==> config.mk <==
export PLATFORM = sky130hd
export DESIGN_NAME = pwm_pulse_gen
export DESIGN_NICKNAME = d
export VERILOG_FILES = /design/src/rtl/pwm_pulse_gen.sv
export SDC_FILE = /design/constraint.sdc
export NUM_CORES = 1
export LEC_CHECK = 0
export ABC_AREA = 1
export CAP_MARGIN = 10
export CORE_MARGIN = 2
export CORE_UTILIZATION = 58
export CTS_BUF_LIST = sky130_fd_sc_hd__clkbuf_8
export CTS_CLUSTER_SIZE = 8
export DETAILED_ROUTE_END_ITERATION = 12
export PLACE_DENSITY = 0.88
export SLEW_MARGIN = 10
export SYNTH_ARGS = -nofsm -noshare
export SYNTH_HDL_FRONTEND = slang
export SYNTH_SLANG_ARGS = --single-unit
==> constraint.sdc <==
create_clock -name sys_clk -period 3.6 [get_ports sys_clk]
set_clock_uncertainty 0.05 [all_clocks]
set_input_delay 0.54 -clock sys_clk [delete_from_list [all_inputs] [get_ports sys_clk]]
set_output_delay 0.54 -clock sys_clk [all_outputs]
set_load 0.05 [all_outputs]
==> src/rtl/pwm_pulse_gen.sv <==
// rtl/pwm_pulse_gen.sv - pattern-masked PWM pulse train generator
//
// Ports:
//   sys_clk    in   single clock
//   sys_rst_n  in   asynchronous active-low reset
//   start      in   one-cycle request to launch a train
//   stop       in   one-cycle abort request (wins over start)
//   period     in   PWM period in clocks (must be >= 2)
//   high_cnt   in   high time per enabled period in clocks
//   pulse_num  in   periods to emit, 0 = continuous
//   pattern    in   per-period enable mask, LSB first
//   pwm_out    out  registered PWM output
//   pwm_busy   out  high while a train is running
//   pwm_valid  out  one-cycle pulse on normal completion
//   cfg_err    out  one-cycle pulse when a start is rejected
module pwm_pulse_gen #(
  parameter int _PAT_WIDTH = 32,
  parameter int _CNT_WIDTH = 16
) (
  input  logic                  sys_clk,
  input  logic                  sys_rst_n,
  input  logic                  start,
  input  logic                  stop,
  input  logic [_CNT_WIDTH-1:0] period,
  input  logic [_CNT_WIDTH-1:0] high_cnt,
  input  logic [7:0]            pulse_num,
  input  logic [_PAT_WIDTH-1:0] pattern,
  output logic                  pwm_out,
  output logic                  pwm_busy,
  output logic                  pwm_valid,
  output logic                  cfg_err
);

  localparam int PIW = (_PAT_WIDTH > 1) ? $clog2(_PAT_WIDTH) : 1;
  localparam logic [PIW-1:0] PAT_LAST = PIW'(_PAT_WIDTH - 1);
  localparam logic [_CNT_WIDTH-1:0] CNT_ONE = _CNT_WIDTH'(1);
  localparam logic [_CNT_WIDTH-1:0] CNT_TWO = _CNT_WIDTH'(2);

  localparam logic [1:0] S_IDLE = 2'd0;
  localparam logic [1:0] S_RUN  = 2'd1;
  localparam logic [1:0] S_DONE = 2'd2;

  logic [1:0]            state;
  logic [_CNT_WIDTH-1:0] per_q;
  logic [_CNT_WIDTH-1:0] high_q;
  logic [7:0]            num_q;
  logic [_PAT_WIDTH-1:0] pat_q;
  logic [_CNT_WIDTH-1:0] phase;
  logic [7:0]            idx;
  logic [PIW-1:0]        pat_idx;

  logic                  period_end;
  logic                  last_period;
  logic [_CNT_WIDTH-1:0] phase_nxt;
  logic [7:0]            idx_nxt;
  logic [PIW-1:0]        pat_idx_nxt;
  logic                  out_nxt;

  always_comb begin
    period_end  = (phase == per_q - CNT_ONE);
    last_period = (num_q != 8'd0) && (idx == num_q - 8'd1);
    phase_nxt   = period_end ? '0 : phase + CNT_ONE;
    // idx wraps freely at 256 in continuous mode; the pattern pointer keeps
    // its own wrap at the mask width so non power-of-two widths still work.
    idx_nxt     = period_end ? idx + 8'd1 : idx;
    pat_idx_nxt = pat_idx;
    if (period_end) begin
      pat_idx_nxt = (pat_idx == PAT_LAST) ? '0 : pat_idx + PIW'(1);
    end
    out_nxt     = (phase_nxt < high_q) && pat_q[pat_idx_nxt];
  end

  always_ff @(posedge sys_clk or negedge sys_rst_n) begin
    if (!sys_rst_n) begin
      state     <= S_IDLE;
      per_q     <= '0;
      high_q    <= '0;
      num_q     <= '0;
      pat_q     <= '0;
      phase     <= '0;
      idx       <= '0;
      pat_idx   <= '0;
      pwm_out   <= 1'b0;
      pwm_busy  <= 1'b0;
      pwm_valid <= 1'b0;
      cfg_err   <= 1'b0;
    end else begin
      pwm_valid <= 1'b0;
      cfg_err   <= 1'b0;
      case (state)
        S_IDLE: begin
          if (start && !stop) begin
            if (period < CNT_TWO) begin
              cfg_err <= 1'b1;
            end else begin
              per_q    <= period;
              high_q   <= high_cnt;
              num_q    <= pulse_num;
              pat_q    <= pattern;
              phase    <= '0;
              idx      <= '0;
              pat_idx  <= '0;
              state    <= S_RUN;
              pwm_busy <= 1'b1;
              // Phase 0 of period 0 is driven straight from the inputs so
              // the first high level appears one cycle after start.
              pwm_out  <= (high_cnt != '0) && pattern[0];
            end
          end
        end
        S_RUN: begin
          if (stop) begin
            state    <= S_IDLE;
            pwm_busy <= 1'b0;
            pwm_out  <= 1'b0;
          end else if (period_end && last_period) begin
            state     <= S_DONE;
            pwm_busy  <= 1'b0;
            pwm_out   <= 1'b0;
            pwm_valid <= 1'b1;
          end else begin
            phase   <= phase_nxt;
            idx     <= idx_nxt;
            pat_idx <= pat_idx_nxt;
            pwm_out <= out_nxt;
          end
        end
        S_DONE: begin
          state <= S_IDLE;
        end
        default: begin
          state    <= S_IDLE;
          pwm_busy <= 1'b0;
          pwm_out  <= 1'b0;
        end
      endcase
    end
  end

endmodule

# Word-level counts from Yosys, hierarchy flattened
# Index checks and enable logic that the tools add are counted.
# op_classes
addsub,5
mul,0
n_div,0
magnitude_cmp,3
n_eq_ne,11
shifts,0
n_mux,42
bitwise,2
n_reduce_logical,16
# op_table
cell,n
$mux W16,5
$mux W8,5
$pmux W16 S2,1
$mux W5,6
$add A16 B1 Y16 const B,1
$eq A16 B16 Y1,1
$lt A16 B16 Y1,1
$lt A16 B2 Y1 const B,1
$pmux W8 S2,1
$reduce_bool A16 Y1,1
$sub A16 B1 Y16 const B,1
$mux W1,15
$ne A2 B2 Y1 const B,5
$pmux W5 S2,1
$reduce_and A3 Y1,3
$add A8 B1 Y8 const B,1
$eq A8 B8 Y1,1
$mux W2,4
$reduce_bool A8 Y1,1
$sub A8 B1 Y8 const B,1
$lt A5 B6 Y1 const B,1
$pmux W1 S3,2
$reduce_and A6 Y1,1
$add A5 B1 Y5 const B,1
13 further kinds,18
# totals
reg_bits,107
latchBits,0
ramBits,0
rom_bits,0
input_bits,76
output_inout_bits,4
wordCells,91
mem_count,0

# Longest topological paths before layout
# depth
word_depth,9
ltp_mapped,28
ltp_nobuf,28

# Least setup slack after synthesis
# No wires, ideal clock.
# synth_timing
path_type,reg2reg
from,register per_q[0]
to,register pwm_out
setup_ps,66
arrival_ps,2958
t_required_ps,3484
path_slack_ps,526
stages_incl_launch_ff,26
n_path_buf,0
synth_period_minus_slack_ps,3074
cell_sequence,dfrtp_1 -> inv_1 -> ha_1 -> nand2_1 -> nor2_2 -> nand3_1 -> nand2_1 -> nand2_1 -> nor2_1 -> nand2_1 -> nor2_2 -> inv_2 -> nor2_2 -> inv_1 -> nand2_1 -> nor2_1 -> ha_1 -> a21oi_1 -> nor2_1 -> a2111oi_0 -> nand2_1 -> a21oi_1 -> nand2_1 -> nand2_1 -> nand2_1 -> nand2_1
# synth_between
elab_chain_len,9
word_cells_on_any_way,12
cone_classes,add/sub: 1; order compare: 1; eq/ne: 1; mux: 7; reduce/logical: 2
# synth_lines
item,line,rtl
"start, declared",44,logic [_CNT_WIDTH-1:0] per_q;
"start signal, assigned",96,per_q <= period;
$sub A16 B1 Y16 *,60,period_end = (phase == per_q - CNT_ONE);
$eq A16 B16 Y1 *,60,
"parallel branches: the longest is 4 deep, another holds $lt A16 B16 Y1",n/a,
$mux W1 *,116,end else if (period_end && last_period) begin
$mux W1 *,112,if (stop) begin
$pmux W1 S3 *,90,case (state)
"end signal, assigned",107,pwm_out <= (high_cnt != '0) && pattern[0];
"end signal, assigned",125,pwm_out <= out_nxt;
"end, declared",28,"output logic pwm_out,"
# Every way passes the cells marked *. The select of a mux whose other input is x is not followed.
# A chain may end at the register's enable or synchronous reset.

# Final worst setup path
# Same ends and word-level chain as after synthesis.

==> metrics.yaml <==
clocking:
  path_clk_slew_ps: 110
  ctsLongestPathBuffers: 2
  worstSkewPairLatency_ps: 390
  h-tree-depth: 3
  clockRootBuffer: "clkbuf_8"
  clock-sinks: 107
  cts_tree: "done"
  numCtsBuffers: 9
  cts_hold_repair.buffers: 0
final_layout:
  nets: 1092
  mostFrequentLayoutCells: "nand2_1 (321), dfrtp_1 (107), inv_1 (105), nand3_1 (80), clkdlybuf4s50_1 (78)"
  n_antenna_cell: 0
  final_common_cell: "nand2_1"
  drive_gt1_frac: 0.0911
  area_delta_synth_final_pct: 17.9
placement:
  gp_congestion: 0.949
  dp_hpwl_mm: 11.2
  port_buffers: 79
sta:
  fin_crit_sh: 0.937
  tightest_slew_ps: 932
  final-hold-violation-count: 0
  setup_viol: 0
  tns_ps: 0
  final-max-slew-violation-count: 0
  slew_headroom: 0.379
  timing.fmax_mhz: 296
  fin_crit_ps: 3370
  rsz0062_at_grt: "yes"
floorplan:
  die_x_um: 111
  row_count: 39
  initial_utilization: 0.588
  pin_count: 80
  die-area_um2: 12300
  design.core.area_um2: 11300
  chipHeight_um: 111
synth:
  synth_cell_types: 42
  synth_edf_count: 0
  synth_seq_area_share: 0.404
  synthCells: 918
  syn_area_um2: 6630
  yosys.area.top_type: "dfrtp_1"
  yosys.area.top_type_share: 0.404
  yosys_warnings: 0
  synth.area.top_cells: "dfrtp_1 (40%), nand2_1 (18%), nand3_1 (6.1%)"
  syn_nets: 1016
  syn_area_per_cell_um2: 7.22
  async_flop_share: 1.00
  yosys_register_bits: 107
  synth_flop_cell: "dfrtp_1"
routing:
  dr_total_vias: 6108
  wl_per_cell_um: 13.6
  dr.pass1.iters: 5
  wl_mm: 15.6
  post_drt_via_cell_ratio: 5.35
  drtIter0Drc: 529
  ant_nets: 0
  drc: 0
global_route:
  gr-total-overflow: 0
  antenna_found_initial: 0
  grt.total_usage: 0.259
  grt_pass1_vias: 5724
  grt_max_degree: 102
  grt_pass1_wl_mm: 26.4
setup_path:
  cp_slowest_cell: "dfrtp_1"
  worst-endpoint-required_ps: 3830
  r2r-end: "pwm_out"
  path_class: "reg -> reg"
  reg2reg_slack_ps: 230
  arrival_ps: 3610
  critPathLaunchType: "register"
  cp_top_family: "simple AND/OR/NAND/NOR gates"
  end_kind: "register"
  cp_common_cell: "nand2_1"
  reg2regPathDepth: 26
  critPathMaxFanout: 5
  r2r_start: "per_q[0]"
  worst-path-buf-inv: 4
  max_stage_delay_ps: 400
power_and_ir_drop:
  power.density_nw_per_um2: 677
  power_w: 0.00529
  cellLeakagePower_nw: 3.90
  ir_drop_mv: 0.569
outcome:
  status: "complete, no violations"
job:
  maxCapViolations: 0
min_path:
  hold_class: "in -> async"
[cell usage after synthesis, types with 5 or more instances]
cell type	instances
ha_1	22
nand2_1	322
nand3_1	81
o21ai_0	45
a21oi_1	17
nand2_4	5
nand3_2	8
clkbuf_1	17
nor2_4	5
dfrtp_1	107
xnor2_1	11
nand2_2	9
nor3_1	11
nor4_1	8
inv_1	106
xor2_1	11
o22ai_1	11
nand4_1	7
nor2_1	64
nor2_2	13
[report_power, final]
group          leakage [nW]  internal (W)  total (W)  switching, W
Clock                 0.110      0.000336   0.000789      0.000453
Combinational          2.42      0.000900    0.00255       0.00165
Sequential             1.37       0.00164    0.00195      0.000309
[worst max path at each step]
stage	to	slack, ps	cells past startpoint	startpoint
final	pwm_out	230	26	per_q[0]
after global routing	pwm_out	-190	28	phase[1]
after CTS	pwm_out	20	23	phase[0]
after detailed placement	pwm_out	80	23	phase[0]
after global placement	pwm_out	280	23	per_q[0]
after floorplan	pwm_out	530	25	per_q[0]
[layer usage]
| metal | up-vias | GRT usage | wire length (um) | share of wire |
|---|---|---|---|---|
| met3 | 17 | 0.0443 | 865 | 0.056 |
| met5 | - | 0 | 0 | 0 |
| met4 | 0 | 0.0550 | 179 | 0.012 |
| met1 | 2844 | 0.353 | 6880 | 0.44 |
| li1 | 3064 | - | - | - |
| met2 | 183 | 0.440 | 7640 | 0.49 |
[logic make-up (layout without fill, tap and decap cells)]
kind of cell / count (synthesis) / in the layout / synth area share
DFF: 107 / 107 / 0.404
xor gates and xnor gates: 22 / 22 / 0.0291
and+or+nand+nor: 549 / 549 / 0.377
AOI/OAI and AO/OA: 84 / 84 / 0.0691
buffers and inverters: 134 / 215 / 0.0798
adders and majority gates: 22 / 22 / 0.0415
[sequential cells by signal, indices dropped and copies added (netlist names)]
| signal | flops |
|---|---|
| pat_q | 32 |
| high_q | 16 |
| per_q | 16 |
| phase | 16 |
| idx | 8 |
| num_q | 8 |
| pat_idx | 5 |
| state | 2 |
| cfg_err | 1 |
| pwm_busy | 1 |
| pwm_out | 1 |
| pwm_valid | 1 |
[stage by stage]
stage	hold slack [ps]	worst slack [ps]	area [um2]	util	cells
final	102	225	7810	0.693	1142
after global routing	135	-193	7810	0.693	1142
after CTS	115	16.0	7760	0.688	1140
after detailed placement	412	84.8	7540	0.669	1124
after global placement	413	285	7540	0.669	1124
after floorplan	194	526	6630	-	918
[area by class of cell]
class	count	area, um2
clock buffers	9	124
clock inverters	7	87.6
fillers	911	3460
inverters	110	418
multi-input cells	677	3460
flip-flops and latches	107	2680
well taps	143	179
repair buffers	89	863
[timing repair]
action,in CTS,in global routing
endpoints found under the setup margin,0,1
resized for setup,0,15
endpoints found under the hold margin,0,0
setup buffers,0,2
[worst reg2reg max path: stages (launching register included)]
cell and delay, ps:
dfrtp_1 400, inv_2 110, ha_2 210, nand2_1 120
nor2_4 170, nand3_1 90, nand2_1 90, nand2_1 50
nor2_1 80, nand2_1 70, nor2_2 130, inv_2 60
nor2_2 170, inv_1 110, nand3_1 130, inv_1 60
ha_1 270, nand2_1 70, or2_2 300, a21oi_1 160
a2111oi_2 60, nand2_1 70, a21oi_1 40, nand2_1 50
nand2_1 50, nand2_1 50, nand2_1 60
Power figures use the tool's default switching activity.
